**config.mk**
```make
export PLATFORM = sky130hd
export DESIGN_NAME = shift_deserializer
export DESIGN_NICKNAME = d
export VERILOG_FILES = /design/src/rtl/shift_deserializer.sv
export SDC_FILE = /design/constraint.sdc
export NUM_CORES = 1
export LEC_CHECK = 0
export CAP_MARGIN = 20
export CORE_UTILIZATION = 58
export CTS_BUF_LIST = sky130_fd_sc_hd__clkbuf_4 sky130_fd_sc_hd__clkbuf_8
export CTS_CLUSTER_SIZE = 8
export DETAILED_ROUTE_END_ITERATION = 12
export PLACE_DENSITY = 0.95
export SKIP_CTS_REPAIR_TIMING = 1
export SYNTH_ARGS = -nofsm -noshare
export SYNTH_HDL_FRONTEND = slang
export SYNTH_SLANG_ARGS = --single-unit
```
**constraint.sdc**
```tcl
create_clock -name clock -period 4.8 [get_ports clock]
set_input_delay 0.96 -clock clock [delete_from_list [all_inputs] [get_ports clock]]
set_output_delay 0.96 -clock clock [all_outputs]
set_load 0.01 [all_outputs]
```
**src/rtl/shift_deserializer.sv**
```systemverilog
// Serial-to-parallel receiver. Assembles an LSB-first word from a
// right-shifting upstream register, one bit per bit_valid edge, and
// presents it with a valid/acknowledge handshake.
module shift_deserializer #(
    parameter int WIDTH = 8,
    parameter int CW    = $clog2(WIDTH + 1)
) (
    input  logic             clock,
    input  logic             reset_n,
    input  logic             start,
    input  logic             serial_in,
    input  logic             bit_valid,
    input  logic             data_ack,
    output logic [WIDTH-1:0] data_out,
    output logic             data_valid,
    output logic             busy,
    output logic             overrun
);

    typedef enum logic [1:0] {
        IDLE = 2'd0,
        RECV = 2'd1,
        HOLD = 2'd2
    } state_t;

    state_t           state;
    logic [CW-1:0]    bit_cnt;
    logic [WIDTH-1:0] shreg;
    logic [WIDTH-1:0] shreg_nxt;

    // Next shift value: new bit enters at the MSB so the first bit ends at the LSB
    assign shreg_nxt = {serial_in, shreg[WIDTH-1:1]};

    // busy is a pure decode of the registered state
    assign busy = (state == RECV);

    // Frame sequencing, bit capture and handshake; start wins over bit_valid
    always_ff @(posedge clock or negedge reset_n) begin
        if (!reset_n) begin
            state      <= IDLE;
            bit_cnt    <= '0;
            shreg      <= '0;
            data_out   <= '0;
            data_valid <= 1'b0;
            overrun    <= 1'b0;
        end else begin
            case (state)
                IDLE: begin
                    if (start) begin
                        state   <= RECV;
                        bit_cnt <= '0;
                    end
                end
                RECV: begin
                    if (start) begin
                        // Abort the partial frame; the stale shreg contents are
                        // fully shifted out by the next WIDTH bits.
                        bit_cnt <= '0;
                    end else if (bit_valid) begin
                        shreg <= shreg_nxt;
                        if (bit_cnt == CW'(WIDTH - 1)) begin
                            data_out   <= shreg_nxt;
                            data_valid <= 1'b1;
                            state      <= HOLD;
                            bit_cnt    <= '0;
                        end else begin
                            bit_cnt <= bit_cnt + 1'b1;
                        end
                    end
                end
                HOLD: begin
                    if (data_ack) begin
                        data_valid <= 1'b0;
                        overrun    <= 1'b0;
                        bit_cnt    <= '0;
                        state      <= start ? RECV : IDLE;
                    end else if (start) begin
                        overrun <= 1'b1;
                    end
                end
                default: begin
                    state <= IDLE;
                end
            endcase
        end
    end

endmodule

```
Yosys cells after proc, flatten, opt, wreduce, memory -nomap -nowiden
Cells that the tools add are included.
- flip-flop bits (word level): 24
- input port bits: 6
- output and inout port bits: 11
- word-level logic and storage cells: 47
- $add $sub $neg: 1
- eq/ne operators: 9
- mux-type cells: 20
- bitwise operators: 1
- reduce and logical (&&, ||, !) cells: 10
- operators by type and width (kind ; number):
    $mux W4 ; 5
    $pmux W4 S3 ; 1
    $mux W2 ; 5
    $reduce_and A5 Y1 ; 2
    $ne A2 B2 Y1 const B ; 4
    $reduce_and A4 Y1 ; 2
    $mux W1 ; 7
    $pmux W2 S3 ; 1
    $add A4 B1 Y4 const B ; 1
    $eq A4 B3 Y1 const B ; 1
    $reduce_bool A2 Y1 ; 2
    $ne A3 B3 Y1 const B ; 1
    $reduce_and A3 Y1 ; 1
    $reduce_bool A3 Y1 ; 1
    $eq A2 B1 Y1 const B ; 1
    $eq A2 B2 Y1 const B ; 1
    $logic_not A2 Y1 ; 1
    $ne A2 B1 Y1 const B ; 1
    $pmux W1 S2 ; 1
    $reduce_and A2 Y1 ; 1
    $not A1 Y1 ; 1

Depth between registers and ports, before layout
Gate-level depths: netlist (run 1).
- word-level depth: 5
- gate-level depth with buffers: 6
- gate-level depth less buffers: 5

Least setup slack after synthesis (run 1)
Ideal clock, no wire load.
- path type: input-to-reg
- from: in start
- to: reg data_out[0]
- setup time: 0.125 ns
- data arrival time: 1.960 ns
- required time: 4.675 ns
- path slack: 2.715 ns
- stages on the path: 5
- path buffers: 2
- cell sequence: nor4bb_1 -> buf_4 -> and2_4 -> buf_12 -> mux2_4
- cells in the longest elaborated chain, start to end: 2
- ends and longest elaborated chain (item ; RTL line ; text):
    from (decl) ; 10 ; input logic start,
    $not A1 Y1 (no source line) ; n/a ;
    $reduce_and A4 Y1 (no source line) ; n/a ;
    to (signal assigned) ; 62 ; data_out <= shreg_nxt;
    to (decl) ; 14 ; output logic [WIDTH-1:0] data_out,
No other way between the ends.
A chain may end at the register's enable or synchronous reset.

Worst setup path after layout (run 1)
- from: reg state[0]
- to: out busy
- cells in the longest elaborated chain, start to end: 1
- ends and longest elaborated chain (item ; RTL line ; text):
    from (decl) ; 26 ; state_t state;
    from (signal assigned) ; 76 ; state <= start ? RECV : IDLE;
    $eq A2 B1 Y1 ; 35 ; assign busy = (state == RECV);
    to (decl) ; 16 ; output logic busy,
No other way between the ends.

==> flow_summary_export.csv, run 1 <==
group,metric,value,unit
synth,synth_edf_count,0,
outcome,status,"finished with violations",
sta,slew_headroom,64.72,%
final_layout,drive_gt1_share,24.73,%
detailed_routing,drc_errors,1,
power,pwr-share-clk,23.3,%
power,finalPower,0.3783,mW
power,power.density,309.8,mW/mm^2
sta,fmax,404.8,MHz
worst_setup_path,r2r_end,"data_out[5]$_DFFE_PN0P_",
floorplanning,start_util,64.53,%
power,pwr-share-comb,13.6,%
detailed_routing,num_vias,644,
grt,grt_max_degree,24,
final_layout,fillers,94,
sta,period_minus_slack,2.470,ns
clock_network,clock_latency,0.30,ns
sta,hold_violations,0,
worst_setup_path,cp-start-kind,"register",
sta,finalSetupViolCount,0,
floorplanning,die_h,43.65,um
power,internal_power,0.2833,mW
synth,synth_cell_type_count,24,
sta,skew,0.001343,ns
outcome,violations,"design-rule violations",
sta,rsz0062_at_grt,"false",
detailed_routing,routed_wl,1812,um
power,ir_worst_vdd,0.2733,mV
floorplanning,coreArea,0.001559,sq mm
worst_setup_path,worstSetupPathType,"reg -> out",
placement,numPortBuffers,16,
synth,netlist_area,0.001006,sq mm
floorplanning,die_width,43.65,um
synth,synth.top_cell.area_share,57.21,%
clock_network,cts_tree,"done",
floorplanning,die_area,0.001905,sq mm
synth,synthTopCellsByArea,"dfrtp_1 (57%), mux2_4 (12%), mux2_2 (7.8%)",
worst_setup_path,path_max_fanout,6,
detailed_routing,first_pass_iters,8,
synth,synth-async-reset-ratio,100.0,%
clock_network,clock-sinks,23,
sta,layout_worst_path_cycle_share,51.47,%
grt,grt_pass1_wl,2829,um
power,sw_frac_of_total,25.12,%
worst_hold_path,holdPathStages,1,
grt,antenna_found_initial,0,
synth,synth.avg_cell_area,13.78,sq um
power,seqPwrFrac,63.1,%
detailed_routing,avgRoutedWirePerCell,16.62,um
synth,synth_seq_cells,23,
worst_setup_path,reg2regPathDepth,4,
final_layout,syn2layout_area_growth,21.39,%
synth,synthesis.yosys.warnings,0,
final_layout,fin_nets,101,
power,switchingPower,0.09502,mW
sta,finalMaxSlewViolations,0,
power,leakagePower,0.5502,nW
sta,worst_pin_slew,0.5272,ns
run,max_cap_violations,0,
grt,grt-ovfl-total,0,
grt,grt_pass1_vias,628,
clock_network,cts_root_buf,"clkbuf_4",
sta,finalSetupTns,0,ns
placement,place_ws,2.092,ns
worst_hold_path,hold_path.class,"reg -> reg",
synth,syn_inst,73,
worst_setup_path,worstSetupEndpointType,"output port",
synth,synthFlopType,"dfrtp_1",
floorplanning,pin_count,17,
floorplanning,rows,14,
placement,place_congestion,0.7783,
clock_network,cts.clk_slew.worst_paths,0.12,ns
sta,worst_slack,2.330,ns
worst_hold_path,min_to,"bit_cnt[2]$_DFFE_PN0P_",
detailed_routing,routed_via_density,5.908,
clock_network,numCtsBuffers,3,
synth,syn_nets,80,
detailed_routing,drtIter0Drc,7,
detailed_routing,ant_nets,0,
worst_setup_path,cp.arrival,1.51,ns
worst_setup_path,rr_startpoint,"state[1]$_DFFE_PN0P_",
worst_setup_path,ff2ff_setup_slack,3.12,ns
worst_hold_path,hp-start,"bit_cnt[2]$_DFFE_PN0P_",
placement,hpwl,1227,um
clock_network,clock_path_buffers,2,
clock_network,htree_levels,1,
grt,gr-usage-all-layers,20.52,%
final_layout,register_area,575.6,sq um
final_layout,multiInputGateArea,391.6,sq um
final_layout,diodes,0,
worst_setup_path,critPathRequiredTime,3.84,ns
synth,synth.largest_area_cell,"dfrtp_1",
synth,yosysSeqAreaShare,57.21,%
==> layout make-up <==
cell class              count  area share (%)
repair buffers             18           15.98
clock buffers               3           1.844
well taps                  16           1.639
flip-flops and latches     23           47.13
multi-input cells          45           32.07
clock inverters             1          0.4098
inverters                   3          0.9221
==> per-stage QoR <==
stage	area, sq um	utilization [%]	instances	hold slack, ns
floorplan	1006	-	73	0.4614
CTS	1194	76.57	108	0.5144
finish	1221	78.33	109	0.5182
global placement	1166	74.80	104	0.4802
global route	1221	78.33	109	0.5412
detailed placement	1166	74.80	104	0.4872
==> worst max-delay path: stages (launching register included) <==
cell	delay, ns
dfrtp_1	0.44
nor2b_1	0.20
clkdlybuf4s50_1	0.57
==> placed cells by master, fill, tap and decap left out, types with 2 or more instances in the layout <==
| cell | synthesis | routed |
|---|---|---|
| a21oi_1 | 5 | 5 |
| a22o_1 | 2 | 2 |
| clkbuf_4 | 0 | 3 |
| clkdlybuf4s50_1 | 0 | 16 |
| dfrtp_1 | 23 | 23 |
| inv_1 | 3 | 3 |
| mux2_2 | 7 | 7 |
| mux2_4 | 8 | 8 |
| nand2_1 | 3 | 3 |
| nand2b_1 | 2 | 2 |
| nor2_1 | 3 | 3 |
| o21ai_0 | 3 | 3 |
==> layer usage <==
layer / track usage [%] / vias up / share of wire (%)
met2: 34.03 / 18 / 49
met4: 5.625 / 0 / 1.6
met1: 27.53 / 324 / 45
met3: 4.167 / 4 / 4.0
li1: - / 298 / -
met5: 0 / - / 0
==> power groups by stage <==
| stage | Sequential [mW] | Clock, mW | Combinational [mW] |
|---|---|---|---|
| global placement | 0.240 | 0 | 0.0462 |
| finish | 0.239 | 0.0883 | 0.0515 |
| detailed placement | 0.242 | 0 | 0.0489 |
| CTS | 0.238 | 0.0878 | 0.0494 |
| global route | 0.241 | 0.0945 | 0.0561 |
| floorplan | 0.237 | 0 | 0.0318 |
==> cells by family after synthesis <==
group	count (synthesis)	share of synthesized area, %
muxes	15	19.78
AOI/OAI and AO/OA	14	8.956
adders and majority gates	1	1.244
buffers and inverters	5	3.856
DFF	23	57.21
and+or+nand+nor	15	8.956
==> state kept, by name, summed over array words and instances, names as in the netlist <==
name / count
bit_cnt: 4
data_out: 8
shreg: 7
data_valid: 1
state: 2
overrun: 1
==> cell usage after synthesis, types with 2 or more instances <==
master,n
a21oi_1,5
nor2_1,3
a22o_1,2
nand2_1,3
o21ai_0,3
dfrtp_1,23
nand2b_1,2
inv_1,3
mux2_2,7
mux2_4,8
==> how the worst max path moves through the flow <==
| stage | from | end | slack, ns | cells after the start |
|---|---|---|---|---|
| finish | state[0]$_DFFE_PN0P_ | busy | 2.33 | 2 |
| global route | state[0]$_DFFE_PN0P_ | busy | 2.26 | 2 |
| CTS | state[0]$_DFFE_PN0P_ | busy | 2.37 | 2 |
| detailed placement | bit_valid | data_out[5]$_DFFE_PN0P_ | 2.09 | 5 |
| global placement | bit_valid | data_out[6]$_DFFE_PN0P_ | 2.15 | 5 |
| floorplan | start | data_out[0]$_DFFE_PN0P_ | 2.72 | 5 |
(Power assumes the default switching activity.)
==> run 2: changes to the inputs <==
--- a/config.mk
+++ b/config.mk
@@ -6,11 +6,11 @@
 export NUM_CORES = 1
 export LEC_CHECK = 0
 export CAP_MARGIN = 20
-export CORE_UTILIZATION = 58
+export CORE_UTILIZATION = 48
 export CTS_BUF_LIST = sky130_fd_sc_hd__clkbuf_4 sky130_fd_sc_hd__clkbuf_8
 export CTS_CLUSTER_SIZE = 8
 export DETAILED_ROUTE_END_ITERATION = 12
-export PLACE_DENSITY = 0.95
+export PLACE_DENSITY = 0.87
 export SKIP_CTS_REPAIR_TIMING = 1
 export SYNTH_ARGS = -nofsm -noshare
 export SYNTH_HDL_FRONTEND = slang
==> constraint.sdc (replaced) <==
create_clock -name clock -period 2.2 [get_ports clock]
set_input_delay 0.44 -clock clock [delete_from_list [all_inputs] [get_ports clock]]
set_output_delay 0.44 -clock clock [all_outputs]
set_load 0.01 [all_outputs]
==> run 2 against run 1 <==
Effect of this change:
- the run now ends clean
- highest routed layer unchanged
- critical endpoint unchanged
- hold slack worse by 0.058 ns
- sequential share of layout area up 0.24 points
- cell area shrank 0.51%
- critical path depth did not move
- flip-flop and latch count is the same
- critical path type unchanged
- clock-buffer cell count unchanged
==> flow_summary_export.csv, run 2 (synthesis gave the netlist of run 1 again) <==
group,metric,value,unit
clock_network,cts.clk_slew.worst_paths,0.13,ns
worst_setup_path,r2r_end,"data_out[6]$_DFFE_PN0P_",
final_layout,diodes,0,
sta,slew_headroom,67.68,%
grt,grt_pass1_vias,594,
power,internal_power,0.6144,mW
run,max_cap_violations,0,
worst_setup_path,crit_buf_inv,1,
clock_network,cts_root_buf,"clkbuf_4",
power,pwr-share-clk,23.5,%
worst_setup_path,cp-start-kind,"register",
final_layout,final_core_util,61.93,%
sta,layout_worst_path_cycle_share,88.90,%
grt,grt_max_degree,24,
worst_setup_path,rr_startpoint,"bit_cnt[0]$_DFFE_PN0P_",
worst_setup_path,crit_family,"buffers and inverters",
power,power.density,675.5,mW/mm^2
detailed_routing,routed_wl,1759,um
grt,antenna_found_initial,0,
final_layout,fin_nets,101,
detailed_routing,first_pass_iters,4,
clock_network,clock_path_buffers,2,
floorplanning,die_h,47.78,um
final_layout,largest_registers,"data_out x8, shreg x7, bit_cnt x4",
clock_network,clock_latency,0.32,ns
detailed_routing,dr_wl_met2,897,um
worst_setup_path,cp_cell_sequence,"nor2b_1 -> clkdlybuf4s50_1",
clock_network,numCtsBuffers,3,
clock_network,cts_tree,"done",
final_layout,final_common_cell,"dfrtp_1",
placement,place_congestion,0.7049,
power,leakagePower,0.5423,nW
worst_setup_path,cp.arrival,1.52,ns
placement,numPortBuffers,16,
worst_setup_path,path_max_fanout,6,
power,ir_worst_vdd,0.4193,mV
floorplanning,die_area,0.002283,sq mm
final_layout,drive_gt1_share,24.73,%
worst_setup_path,reg2regPathDepth,4,
sta,hold_violations,0,
clock_network,clock-sinks,23,
worst_setup_path,cpPeakStageDelay,0.57,ns
worst_setup_path,critPathSlowestCell,"clkdlybuf4s50_1",
floorplanning,rows,16,
clock_network,htree_levels,1,
detailed_routing,highest_layer,"met4",
worst_hold_path,hold_path.class,"in -> async",
worst_setup_path,worstSetupEndpointType,"output port",
worst_setup_path,worst-path-stages,2,
worst_setup_path,worstSetupPathType,"reg -> out",
detailed_routing,num_vias,629,
grt,grt-ovfl-total,0,
final_layout,largest_reg_flops,8,
floorplanning,coreArea,0.001962,sq mm
final_layout,final_cell_mix,"dfrtp_1 (23), clkdlybuf4s50_1 (16), mux2_4 (8), mux2_2 (7), a21oi_1 (5)",
sta,finalSetupViolCount,0,
final_layout,syn2layout_area_growth,20.77,%
worst_setup_path,ff2ff_setup_slack,0.68,ns
detailed_routing,avgRoutedWirePerCell,14.66,um
detailed_routing,drc_errors,0,
sta,rsz0062_at_grt,"false",
floorplanning,start_util,51.28,%
sta,finalMaxSlewViolations,0,
sta,fmax,511.3,MHz
detailed_routing,ant_nets,0,
sta,skew,0.009610,ns
sta,finalSetupTns,0,ns
outcome,status,"finished, final reports clean",
sta,period_minus_slack,1.956,ns
grt,grt_pass1_wl,2594,um
detailed_routing,routed_via_density,5.242,
grt,gr-usage-all-layers,17.43,%
floorplanning,die_width,47.78,um
power,pwr-share-comb,12.9,%
final_layout,largest_register,"data_out",
power,finalPower,0.8207,mW
detailed_routing,drtIter0Drc,8,
detailed_routing,wl_met3,77,um
power,sw_frac_of_total,25.14,%
placement,hpwl,1283,um
power,seqPwrFrac,63.6,%
worst_setup_path,critPathRequiredTime,1.76,ns
floorplanning,pin_count,17,
power,switchingPower,0.2063,mW
detailed_routing,wl_met1,761,um
sta,worst_pin_slew,0.4829,ns
run 2: final cells by class:
class                   count  area (sq um)
multi-input cells          45         391.6
inverters                   3         11.26
repair buffers             18         175.2
clock inverters             1         5.005
flip-flops and latches     23         575.6
well taps                  27         33.78
clock buffers               3         22.52
fillers                   174         747.0
run 2: layer usage:
metal	vias to the layer above	track usage, %
met5	-	0
met4	0	6.667
met3	5	6.792
met2	18	27.84
met1	307	21.31
li1	299	-
run 2: power groups by stage:
stage	sequential, mW	clock (mW)	combinational, mW
global placement	0.525	0	0.101
global route	0.532	0.214	0.116
floorplan	0.517	0	0.0694
detailed placement	0.532	0	0.106
CTS	0.522	0.201	0.107
finish	0.522	0.193	0.106
run 2: worst max path at each step:
| stage | start | end | slack, ns |
|---|---|---|---|
| 2_1_floorplan | start | data_out[0]$_DFFE_PN0P_ | 0.64 |
| 3_3_place_gp | bit_valid | data_out[0]$_DFFE_PN0P_ | 0.18 |
| 3_5_place_dp | start | data_out[2]$_DFFE_PN0P_ | 0.15 |
| 4_1_cts | state[0]$_DFFE_PN0P_ | busy | 0.23 |
| 5_1_grt | state[0]$_DFFE_PN0P_ | busy | 0.16 |
| 6_report | state[0]$_DFFE_PN0P_ | busy | 0.24 |
run 2: metrics by stage:
stage,area [sq um],worst slack [ns],hold slack (ns),cells
3_5_place_dp,1187,0.1506,0.4937,116
6_report,1215,0.2442,0.4597,120
3_3_place_gp,1187,0.1784,0.4875,116
5_1_grt,1215,0.1603,0.4903,120
4_1_cts,1215,0.2312,0.4685,120
2_1_floorplan,1006,0.6354,0.1444,73
==> run 3: changes to the inputs <==
--- a/config.mk
+++ b/config.mk
@@ -5,12 +5,13 @@
 export SDC_FILE = /design/constraint.sdc
 export NUM_CORES = 1
 export LEC_CHECK = 0
+export ABC_AREA = 0
 export CAP_MARGIN = 20
-export CORE_UTILIZATION = 48
+export CORE_UTILIZATION = 58
 export CTS_BUF_LIST = sky130_fd_sc_hd__clkbuf_4 sky130_fd_sc_hd__clkbuf_8
 export CTS_CLUSTER_SIZE = 8
 export DETAILED_ROUTE_END_ITERATION = 12
-export PLACE_DENSITY = 0.87
+export PLACE_DENSITY = 0.95
 export SKIP_CTS_REPAIR_TIMING = 1
 export SYNTH_ARGS = -nofsm -noshare
 export SYNTH_HDL_FRONTEND = slang
==> constraint.sdc (replaced) <==
create_clock -name clock -period 2.5 [get_ports clock]
set_input_delay 0.5 -clock clock [delete_from_list [all_inputs] [get_ports clock]]
set_output_delay 0.5 -clock clock [all_outputs]
set_load 0.01 [all_outputs]
==> run 3 against run 2 <==
Effect of this change:
- the run now ends with design-rule violations left
- sequential power is 12% lower
- first-iteration DRC count grew 50%
- total power shrank 11%
- worst setup slack improved by 0.28 ns
- cell count down 9.2%
- sequential share of layout area grew 0.54 points
- non-clock buffer count stayed put
- core utilization increased by 15 points
- hold slack better by 0.061 ns
- cell area is 1.1% lower
- critical path depth unchanged
- global-route usage increased by 4.9 points
- largest cell class unchanged
==> flow_summary_export.csv, run 3 (synthesis gave the netlist of run 1 again) <==
group,metric,value,unit
detailed_routing,drc_errors,1,
grt,grtUsageMet3,2.917,%
worst_setup_path,cp.arrival,1.48,ns
worst_setup_path,critPathSlowestCell,"clkdlybuf4s50_1",
clock_network,htree_levels,1,
final_layout,drive_gt1_share,24.73,%
final_layout,multiInputGateArea,391.6,sq um
sta,skew,0.002650,ns
worst_setup_path,critPathRequiredTime,2.00,ns
sta,hold_slack,0.5209,ns
worst_setup_path,cpPeakStageDelay,0.55,ns
clock_network,cts.clk_slew.worst_paths,0.12,ns
grt,grt_max_degree,24,
final_layout,largest_reg_flops,8,
final_layout,fin_nets,101,
worst_hold_path,hold_path.class,"in -> async",
floorplanning,die_area,0.001905,sq mm
sta,fmax,505.2,MHz
sta,worst_pin_slew,0.4804,ns
worst_setup_path,crit_family,"buffers and inverters",
sta,finalMaxSlewViolations,0,
floorplanning,rows,14,
clock_network,cts_root_buf,"clkbuf_4",
power,power.density,604.7,mW/mm^2
final_layout,final_common_cell,"dfrtp_1",
power,sw_frac_of_total,25.52,%
worst_setup_path,worstSetupPathType,"reg -> out",
final_layout,largest_register,"data_out",
grt,grt-ovfl-total,0,
power,pwr-share-comb,13.3,%
floorplanning,start_util,64.53,%
clock_network,clock_latency,0.31,ns
clock_network,cts_tree,"done",
worst_setup_path,cp_cell_sequence,"nor2b_1 -> clkdlybuf4s50_1",
detailed_routing,avgRoutedWirePerCell,16.33,um
power,internal_power,0.5410,mW
final_layout,register_area,575.6,sq um
worst_setup_path,worstSetupEndpointType,"output port",
grt,grt_util_met2,33.73,%
floorplanning,die_h,43.65,um
detailed_routing,drtIter0Drc,12,
grt,grt_pass1_vias,637,
power,pwr-share-clk,23.3,%
power,leakagePower,0.5423,nW
grt,grt_pass1_wl,3084,um
final_layout,final_cell_mix,"dfrtp_1 (23), clkdlybuf4s50_1 (16), mux2_4 (8), mux2_2 (7), a21oi_1 (5)",
final_layout,diodes,0,
detailed_routing,ant_nets,0,
sta,finalSetupViolCount,0,
sta,hold_violations,0,
sta,finalSetupTns,0,ns
sta,slew_headroom,67.85,%
grt,antenna_found_initial,0,
detailed_routing,num_vias,643,
floorplanning,die_width,43.65,um
final_layout,largest_registers,"data_out x8, shreg x7, bit_cnt x4",
clock_network,clock-sinks,23,
sta,period_minus_slack,1.980,ns
placement,hpwl,1313,um
sta,worst_slack,0.5204,ns
power,seqPwrFrac,63.4,%
final_layout,fillers,111,
grt,gr-usage-all-layers,22.33,%
placement,place_ws,0.3240,ns
detailed_routing,first_pass_iters,8,
floorplanning,pin_count,17,
worst_setup_path,cp-start-kind,"register",
floorplanning,coreArea,0.001559,sq mm
final_layout,syn2layout_area_growth,19.40,%
grt,grtUsageMet1,33.62,%
worst_setup_path,path_max_fanout,6,
clock_network,clock_path_buffers,2,
worst_setup_path,crit_buf_inv,1,
power,ir_worst_vdd,0.5018,mV
sta,rsz0062_at_grt,"false",
detailed_routing,routed_wl,1780,um
detailed_routing,routed_via_density,5.899,
power,switchingPower,0.1854,mW
placement,place_congestion,0.7996,
run,max_cap_violations,0,
placement,numPortBuffers,16,
grt,grt_busiest_layer,"met2",
outcome,violations,"design-rule violations",
sta,layout_worst_path_cycle_share,79.18,%
clock_network,numCtsBuffers,3,
outcome,status,"finished with violations",
==> run 3: cell counts in the layout (fill, tap and decap cells not counted) <==
Identical to the previous run, type by type.
==> run 3: through the flow <==
step | cell area [sq um] | std cells | total power, mW | utilization [%]
2_1_floorplan | 1006 | 73 | 0.5163 | -
3_3_place_gp | 1174 | 105 | 0.5497 | 75.28
3_5_place_dp | 1174 | 105 | 0.5666 | 75.28
4_1_cts | 1201 | 109 | 0.7335 | 77.05
5_1_grt | 1201 | 109 | 0.7624 | 77.05
6_report | 1201 | 109 | 0.7263 | 77.05
==> run 3: power groups by stage <==
stage | clock, mW | sequential, mW | combinational [mW]
5_1_grt | 0.188 | 0.468 | 0.107
2_1_floorplan | 0 | 0.455 | 0.0611
3_5_place_dp | 0 | 0.468 | 0.0982
6_report | 0.169 | 0.460 | 0.0969
4_1_cts | 0.174 | 0.461 | 0.0984
3_3_place_gp | 0 | 0.461 | 0.0889
==> run 3: layer usage <==
layer,up-vias,routed length (um)
met5,-,0
met4,0,35
met3,4,67
met2,20,834
met1,320,843
li1,299,-
==> run 3: path summary, 6_finish.rpt <==
kind                                         start                 endpoint  slack (ns)  cells past startpoint
max reg2reg                   state[1]$_DFFE_PN0P_  data_out[4]$_DFFE_PN0P_        0.89                      3
min                                        reset_n     state[0]$_DFFE_PN0P_        0.52                      2
max in group asynchronous                  reset_n     shreg[3]$_DFFE_PN0P_        1.76                      2
min reg2reg                data_out[1]$_DFFE_PN0P_  data_out[1]$_DFFE_PN0P_        0.52                      1
max                           state[1]$_DFFE_PN0P_                     busy        0.52                      2
min in group clock         data_out[1]$_DFFE_PN0P_  data_out[1]$_DFFE_PN0P_        0.52                      1
==> run 3: layout make-up <==
class,instances,area share (%)
Clock inverter,1,0.4167
Tap cell,16,1.667
Multi-Input combinational cell,45,32.60
Timing Repair Buffer,18,14.58
Clock buffer,3,1.875
Sequential cell,23,47.92
Inverter,3,0.9375
